## src/rtl/adc_frame_pkg.sv

```systemverilog
// Shared constants, state encoding and checksum helper for the ADC result framer.
package adc_frame_pkg;

  localparam int unsigned FRAME_LEN        = 10;
  localparam logic [7:0]  HEADER_BYTE_DFLT = 8'hA5;

  // Byte positions inside a frame (byte 0 goes out first).
  localparam logic [3:0] IDX_HDR   = 4'd0;
  localparam logic [3:0] IDX_SEQ   = 4'd1;
  localparam logic [3:0] IDX_CH1   = 4'd2;
  localparam logic [3:0] IDX_CH2   = 4'd5;
  localparam logic [3:0] IDX_FLAGS = 4'd8;
  localparam logic [3:0] IDX_CSUM  = 4'(FRAME_LEN - 1);

  // Bit positions inside the flags byte.
  localparam int unsigned FLAG_DIAP = 0;
  localparam int unsigned FLAG_OVR  = 1;

  typedef enum logic [1:0] {
    StIdle,
    StLoad,
    StSend
  } state_e;

  // Modulo-256 sum of frame bytes 1..8.
  function automatic logic [7:0] frame_csum(input logic [7:0]  seq,
                                            input logic [23:0] ch1,
                                            input logic [23:0] ch2,
                                            input logic [7:0]  flags);
    logic [7:0] sum;
    sum = seq + ch1[23:16] + ch1[15:8] + ch1[7:0]
        + ch2[23:16] + ch2[15:8] + ch2[7:0] + flags;
    return sum;
  endfunction

endpackage

```

## src/rtl/adc_result_framer_if.sv

```systemverilog
// Result-capture inputs and the outgoing byte stream of the ADC result framer.
interface adc_result_framer_if #(
  parameter int unsigned DATA_WIDTH = 18
);

  logic                  result_valid;
  logic                  result_diap;
  logic [DATA_WIDTH-1:0] data_in_1;
  logic [DATA_WIDTH-1:0] data_in_2;
  logic [7:0]            tx_data;
  logic                  tx_valid;
  logic                  tx_ready;

  // Framer side: consumes results, drives the byte stream.
  modport master (
    input  result_valid,
    input  result_diap,
    input  data_in_1,
    input  data_in_2,
    input  tx_ready,
    output tx_data,
    output tx_valid
  );

  // Environment side: acquisition stage plus byte sink.
  modport slave (
    output result_valid,
    output result_diap,
    output data_in_1,
    output data_in_2,
    output tx_ready,
    input  tx_data,
    input  tx_valid
  );

endinterface

```

## src/rtl/adc_result_framer.sv

```systemverilog
// Captures averaged ADC result pairs and serializes each into a 10-byte frame
// on a valid/ready byte stream, with a one-deep pending buffer and sticky overrun.
module adc_result_framer
  import adc_frame_pkg::*;
#(
  parameter int unsigned DATA_WIDTH  = 18,
  parameter logic [7:0]  HEADER_BYTE = HEADER_BYTE_DFLT
) (
  input  logic                clk,
  input  logic                rst,
  adc_result_framer_if.master bus,
  input  logic                overrun_clr,
  output logic                busy,
  output logic                overrun
);

  state_e      state_q;
  logic [3:0]  idx_q;
  logic [7:0]  seq_q;
  logic [7:0]  tx_data_q;
  logic        tx_valid_q;
  logic [23:0] cap_ch1_q, cap_ch2_q;
  logic        cap_diap_q, cap_pend_q, cap_ovr_q;
  logic [7:0]  flags_q, csum_q;
  logic        pend_full_q, pend_diap_q, pend_ovr_q;
  logic [23:0] pend_ch1_q, pend_ch2_q;
  logic        overrun_q;

  logic [23:0] in_ch1, in_ch2;
  logic [3:0]  idx_nxt;
  logic [7:0]  nxt_byte, flags_ld;
  logic        xfer, send_last, pend_take, pend_store, drop;

  // Zero-extend channel inputs to the 24-bit frame fields.
  always_comb begin
    in_ch1 = '0;
    in_ch2 = '0;
    in_ch1[DATA_WIDTH-1:0] = bus.data_in_1;
    in_ch2[DATA_WIDTH-1:0] = bus.data_in_2;
  end

  assign xfer      = tx_valid_q & bus.tx_ready;
  assign send_last = (state_q == StSend) && xfer && (idx_q == IDX_CSUM);
  assign idx_nxt   = idx_q + 4'd1;

  // Pending is consumed when leaving IDLE without a direct result, or at the end of a frame;
  // a result arriving on that same cycle refills the slot instead of being dropped.
  assign pend_take  = pend_full_q && (((state_q == StIdle) && !bus.result_valid) || send_last);
  assign pend_store = bus.result_valid && (state_q != StIdle) && (!pend_full_q || pend_take);
  assign drop       = bus.result_valid && (state_q != StIdle) && pend_full_q && !pend_take;

  // A result that waited in pending reports the overrun status from when it was accepted.
  always_comb begin
    flags_ld            = '0;
    flags_ld[FLAG_DIAP] = cap_diap_q;
    flags_ld[FLAG_OVR]  = cap_pend_q ? cap_ovr_q : overrun_q;
  end

  // Byte to present after the current one transfers.
  always_comb begin
    case (idx_nxt)
      IDX_SEQ:         nxt_byte = seq_q;
      IDX_CH1:         nxt_byte = cap_ch1_q[23:16];
      IDX_CH1 + 4'd1:  nxt_byte = cap_ch1_q[15:8];
      IDX_CH1 + 4'd2:  nxt_byte = cap_ch1_q[7:0];
      IDX_CH2:         nxt_byte = cap_ch2_q[23:16];
      IDX_CH2 + 4'd1:  nxt_byte = cap_ch2_q[15:8];
      IDX_CH2 + 4'd2:  nxt_byte = cap_ch2_q[7:0];
      IDX_FLAGS:       nxt_byte = flags_q;
      IDX_CSUM:        nxt_byte = csum_q;
      default:         nxt_byte = HEADER_BYTE;
    endcase
  end

  // Frame FSM: capture source, build flags/checksum, then stream bytes.
  always_ff @(posedge clk) begin
    if (rst) begin
      state_q    <= StIdle;
      idx_q      <= IDX_HDR;
      seq_q      <= '0;
      tx_data_q  <= '0;
      tx_valid_q <= 1'b0;
      cap_ch1_q  <= '0;
      cap_ch2_q  <= '0;
      cap_diap_q <= 1'b0;
      cap_pend_q <= 1'b0;
      cap_ovr_q  <= 1'b0;
      flags_q    <= '0;
      csum_q     <= '0;
    end else begin
      case (state_q)
        StIdle: begin
          if (bus.result_valid) begin
            cap_ch1_q  <= in_ch1;
            cap_ch2_q  <= in_ch2;
            cap_diap_q <= bus.result_diap;
            cap_pend_q <= 1'b0;
            cap_ovr_q  <= 1'b0;
            state_q    <= StLoad;
          end else if (pend_full_q) begin
            cap_ch1_q  <= pend_ch1_q;
            cap_ch2_q  <= pend_ch2_q;
            cap_diap_q <= pend_diap_q;
            cap_pend_q <= 1'b1;
            cap_ovr_q  <= pend_ovr_q;
            state_q    <= StLoad;
          end
        end
        StLoad: begin
          flags_q    <= flags_ld;
          csum_q     <= frame_csum(seq_q, cap_ch1_q, cap_ch2_q, flags_ld);
          idx_q      <= IDX_HDR;
          tx_data_q  <= HEADER_BYTE;
          tx_valid_q <= 1'b1;
          state_q    <= StSend;
        end
        StSend: begin
          if (xfer) begin
            if (idx_q == IDX_CSUM) begin
              seq_q      <= seq_q + 8'd1;
              tx_valid_q <= 1'b0;
              tx_data_q  <= '0;
              if (pend_full_q) begin
                cap_ch1_q  <= pend_ch1_q;
                cap_ch2_q  <= pend_ch2_q;
                cap_diap_q <= pend_diap_q;
                cap_pend_q <= 1'b1;
                cap_ovr_q  <= pend_ovr_q;
                state_q    <= StLoad;
              end else begin
                state_q <= StIdle;
              end
            end else begin
              idx_q     <= idx_nxt;
              tx_data_q <= nxt_byte;
            end
          end
        end
        default: state_q <= StIdle;
      endcase
    end
  end

  // One-deep pending buffer for results that arrive while a frame is in flight.
  always_ff @(posedge clk) begin
    if (rst) begin
      pend_full_q <= 1'b0;
      pend_ch1_q  <= '0;
      pend_ch2_q  <= '0;
      pend_diap_q <= 1'b0;
      pend_ovr_q  <= 1'b0;
    end else if (pend_store) begin
      pend_full_q <= 1'b1;
      pend_ch1_q  <= in_ch1;
      pend_ch2_q  <= in_ch2;
      pend_diap_q <= bus.result_diap;
      pend_ovr_q  <= overrun_q;
    end else if (pend_take) begin
      pend_full_q <= 1'b0;
    end
  end

  // Sticky overrun; a drop on the clear cycle wins.
  always_ff @(posedge clk) begin
    if (rst) begin
      overrun_q <= 1'b0;
    end else begin
      overrun_q <= drop | (overrun_q & ~overrun_clr);
    end
  end

  assign bus.tx_data  = tx_data_q;
  assign bus.tx_valid = tx_valid_q;
  assign busy         = (state_q != StIdle) || pend_full_q;
  assign overrun      = overrun_q;

endmodule

```

## src/flat_wrapper.sv

```systemverilog
// flat-port wrapper written by rule: the top's interface ports become plain ports
module adc_result_framer_flat import adc_frame_pkg::*;
#(
  parameter int unsigned DATA_WIDTH  = 18,
  parameter logic [7:0]  HEADER_BYTE = HEADER_BYTE_DFLT
)
  (clk, rst, overrun_clr, busy, overrun, bus_result_valid, bus_result_diap, bus_data_in_1, bus_data_in_2, bus_tx_ready, bus_tx_data, bus_tx_valid);
  adc_result_framer_if #(.DATA_WIDTH(DATA_WIDTH)) bus_i ();
  input  logic clk;
  input  logic rst;
  input  logic overrun_clr;
  output logic busy;
  output logic overrun;
  input wire logic [$bits(bus_i.result_valid)-1:0] bus_result_valid;
  input wire logic [$bits(bus_i.result_diap)-1:0] bus_result_diap;
  input wire logic [$bits(bus_i.data_in_1)-1:0] bus_data_in_1;
  input wire logic [$bits(bus_i.data_in_2)-1:0] bus_data_in_2;
  input wire logic [$bits(bus_i.tx_ready)-1:0] bus_tx_ready;
  output wire logic [$bits(bus_i.tx_data)-1:0] bus_tx_data;
  output wire logic [$bits(bus_i.tx_valid)-1:0] bus_tx_valid;
  assign bus_i.result_valid = bus_result_valid;
  assign bus_i.result_diap = bus_result_diap;
  assign bus_i.data_in_1 = bus_data_in_1;
  assign bus_i.data_in_2 = bus_data_in_2;
  assign bus_i.tx_ready = bus_tx_ready;
  assign bus_tx_data = bus_i.tx_data;
  assign bus_tx_valid = bus_i.tx_valid;
  adc_result_framer #(.DATA_WIDTH(DATA_WIDTH), .HEADER_BYTE(HEADER_BYTE)) u_core (.clk(clk), .rst(rst), .bus(bus_i), .overrun_clr(overrun_clr), .busy(busy), .overrun(overrun));
endmodule
```

## config.mk

```make
export PLATFORM = sky130hd
export DESIGN_NAME = adc_result_framer_flat
export DESIGN_NICKNAME = d
export VERILOG_FILES = /design/src/rtl/adc_frame_pkg.sv /design/src/rtl/adc_result_framer_if.sv /design/src/rtl/adc_result_framer.sv /design/src/flat_wrapper.sv
export SDC_FILE = /design/constraint.sdc
export NUM_CORES = 1
export LEC_CHECK = 0
export CAP_MARGIN = 20
export CORE_MARGIN = 1
export CORE_UTILIZATION = 50
export CTS_CLUSTER_SIZE = 8
export DETAILED_ROUTE_END_ITERATION = 16
export GPL_TIMING_DRIVEN = 0
export MAX_ROUTING_LAYER = met4
export PLACE_DENSITY = 0.69
export SYNTH_ARGS = -nofsm -noshare
export SYNTH_HDL_FRONTEND = slang
export SYNTH_SLANG_ARGS = --single-unit
export TNS_END_PERCENT = 1
```

## constraint.sdc

```tcl
create_clock -name clk -period 3.8 [get_ports clk]
set_clock_uncertainty 0.05 [all_clocks]
set_input_delay 0.38 -clock clk [delete_from_list [all_inputs] [get_ports clk]]
set_output_delay 0.38 -clock clk [all_outputs]
set_load 0.03 [all_outputs]
```

==> reports/qor.yml <==
stdcell_count: 1153
dp_hpwl_um: 17400
pwr-share-comb: 0.315
cts_tree: "yes"
max_freq_mhz: 232
dieArea_mm2: 0.0151
antenna_found_initial: 1
crit_path_start: "u_core.cap_pend_q$_SDFFE_PP0P_"
drv_cap: 0
r2r_slack_ns: -0.52
slew_violations: 0
vias: 6878
clkLatencyLatePin_ns: 0.43
nets: 1051
setup_slack_ns: -0.518
grt_max_degree: 17
leakage_nw: 3.21
setup_viol: 5
grt_pass1_vias: 6424
r2r-start: "u_core.cap_pend_q$_SDFFE_PP0P_"
drive_gt1_frac: 0.0998
grt_usage: 0.338
ir_drop_mv: 0.314
seqPwrFrac: 0.339
crit_slowest_cell: "fa_1"
finalCriticalPeriod_ns: 4.32
critPathLaunchType: "flop"
die_y_um: 123
drt-total-wl_um: 23300
crit_fanout: 2
viasPerCell: 5.97
ios: 53
ys.warnings.count: 0
required_ns: 4.05
cpMostUsedCell: "fa_1"
syn_inst: 879
start_util: 0.519
reg2reg_to: "u_core.csum_q[7]$_SDFFE_PP0P_"
cts.clk_slew.worst_paths_ns: 0.06
syn_area_per_cell_um2: 8.32
ant_nets: 0
cts.sinks: 124
worst_hold_path_type: "reg -> reg"
async_flop_share: 0
p_int_w: 0.00309
ys_types: 72
h-tree-depth: 4
port_buffers: 51
pwr_density_cell_mw_per_mm2: 534
cts_buffers: 17
multi_input_area_mm2: 0.00433
ys_seq_area_frac: 0.340
rows: 43
max-slew-margin-rel: 0.442
dp_cells: 1110
slowest_delay_ns: 0.51
drtIter0Drc: 645
overflow: 0
synthTopCellsByArea: "dfxtp_1 (34%), fa_1 (9.6%), nand2_1 (6.4%), a21oi_1 (4.9%), a211oi_1 (4.2%)"
hold_ws_ns: 0.396
ys_ff_latch: 124
hold_end: "u_core.pend_ch2_q[8]$_SDFFE_PP0P_"
r2r_cells: 16
violations: "setup timing"
wl_per_cell_um: 20.2
synth_edf_count: 0
fp.coreArea_mm2: 0.0141
end_kind: "flop"
synth_ff_type: "dfxtp_1"
die_w_um: 123
synth_nets: 970
cp_data_arrival_time_ns: 4.57
worst_slew_pin_slew_ns: 0.835
grt_first_pass_wirelength_um: 36600
dpl_cell_area_mm2: 0.00806
place_congestion: 0.981
finalCritPeriodShare: 1.14
hp-start: "u_core.pend_ch2_q[8]$_SDFFE_PP0P_"
drc: 0
hold_violations: 0
p_sw_w: 0.00159
clockBufferDepth: 2
syn_to_final_growth_pct: 19.8
firstDrtPassIters: 8
seq_area_mm2: 0.00249
path_cells: "mux2_4 > fa_1 > inv_1 > fa_1 > fa_1 > inv_1 > fa_1 > ha_2 > inv_2 > fa_2 > nor2b_2 > o21a_1 > o21ai_2 > a21oi_2 > xnor2_1 > a21oi_1"
yosys.area.top_type: "dfxtp_1"
status: "complete, but fails checks"
synthesis.area_mm2: 0.00731
switching_share: 0.339
finish.instance_area_mm2: 0.00875
rsz0062_at_grt: "yes"
clock_power_share: 0.346
yosysTopAreaCellShare: 0.340
holdPathStages: 2
fill_cells: 1284
critPathKind: "reg -> reg"
cts-root-buf: "clkbuf_16"
repair_timing:
action                     4_1_cts  5_1_grt
setup endpoints to repair        5        6
setup buffers                    9        2
gates resized for setup         10        1
hold buffers                     0        0
pin swaps                       17        8
worst max path at each step:
stage / endpoint
4_1_cts: u_core.csum_q[7]$_SDFFE_PP0P_
3_5_place_dp: u_core.csum_q[7]$_SDFFE_PP0P_
2_1_floorplan: u_core.csum_q[7]$_SDFFE_PP0P_
3_3_place_gp: u_core.csum_q[7]$_SDFFE_PP0P_
6_report: u_core.csum_q[7]$_SDFFE_PP0P_
5_1_grt: u_core.csum_q[7]$_SDFFE_PP0P_
routing by layer:
metal | global-route usage | up-vias | wire length (um)
met4 | 0.169 | 0 | 1170
met2 | 0.511 | 317 | 10500
met1 | 0.431 | 3237 | 9990
met5 | - | - | 0
met3 | 0.0696 | 72 | 1610
li1 | - | 3252 | -
registers in the layout, indices dropped and copies added, names as in the netlist, 2 cells and up:
signal and count:
u_core.cap_ch1_q 24, u_core.cap_ch2_q 24, u_core.pend_ch1_q 18, u_core.pend_ch2_q 18, u_core.bus.tx_data 8, u_core.csum_q 8, u_core.seq_q 8, u_core.idx_q 4
u_core.flags_q 2, u_core.state_q 2
metrics by stage:
step	TNS (ns)	total power [W]	setup slack (ns)	utilization
5_1_grt	-2.35	0.00493	-0.606	0.621
3_5_place_dp	-1.52	0.00295	-0.638	0.572
2_1_floorplan	-0.423	0.00251	-0.284	-
3_3_place_gp	-1.22	0.00292	-0.581	0.572
6_report	-1.63	0.00468	-0.518	0.621
4_1_cts	-1.67	0.00463	-0.504	0.619
cells by family after synthesis:
kind of cell    share of synthesized area
mux                               0.00873
buf+inv                            0.0717
simple gates                        0.206
compound gates                      0.229
xor+xnor                           0.0252
fa+ha+maj                           0.120
flops                               0.340
critical path: cells and delay by family, from the launching register on:
family                   cells  cell delay (ns)
multiplexers                 1             0.31
AO/OA/AOI/OAI                4             0.54
AND/OR/NAND/NOR              1             0.16
adder cells (fa/ha/maj)      6             2.50
flip-flops                   1             0.33
buffers and inverters        3             0.16
XOR/XNOR                     1             0.14
cell type report:
type / instances / area share
Antenna cell: 1 / 0.000286
Buffer: 68 / 0.0372
Clock buffer: 25 / 0.0567
Clock inverter: 6 / 0.00958
Inverter: 53 / 0.0227
Multi-Input combinational cell: 634 / 0.495
Sequential cell: 124 / 0.284
Tap cell: 180 / 0.0257
Timing Repair Buffer: 62 / 0.0690
cell usage after synthesis (4+ instances only):
cell type,instances
nor3_1,4
nand2b_1,4
and3_1,16
fa_1,35
a222oi_1,6
a31oi_1,4
nand3_1,17
dfxtp_1,124
inv_1,53
nand3b_1,38
a32o_1,5
nor2b_1,4
ha_1,14
a211oi_1,41
nand2_1,125
a22oi_1,9
buf_2,21
a22o_1,7
a21oi_1,71
xor2_1,5
o21ai_0,58
nor2_1,68
a32oi_1,8
clkbuf_1,38
xnor2_1,16
o211ai_1,5
a221oi_1,11
power by group through the flow:
stage               Combinational [W]  Clock, W  Sequential [W]
finish                        0.00147   0.00162         0.00159
floorplan                    0.000961         0         0.00155
detailed placement            0.00134         0         0.00161
global route                  0.00163   0.00170         0.00160
global placement              0.00132         0         0.00161
CTS                           0.00143   0.00162         0.00158
layout by cell type, fill, tap and decap left out, types with 6 or more instances in the layout:
cell,Yosys,final
nand2_1,125,125
dfxtp_1,124,122
a21oi_1,71,68
nor2_1,68,68
o21ai_0,58,56
inv_1,53,52
clkdlybuf4s50_1,0,51
clkbuf_1,38,43
a211oi_1,41,41
nand3b_1,38,38
fa_1,35,34
buf_2,21,21
clkbuf_16,0,18
nand3_1,17,17
and3_1,16,16
xnor2_1,16,16
ha_1,14,13
a221oi_1,11,11
buf_4,1,9
a22oi_1,9,9
a32oi_1,8,8
a22o_1,7,7
buf_6,3,6
a222oi_1,6,6
No activity file was read; power rests on OpenSTA's default activity.
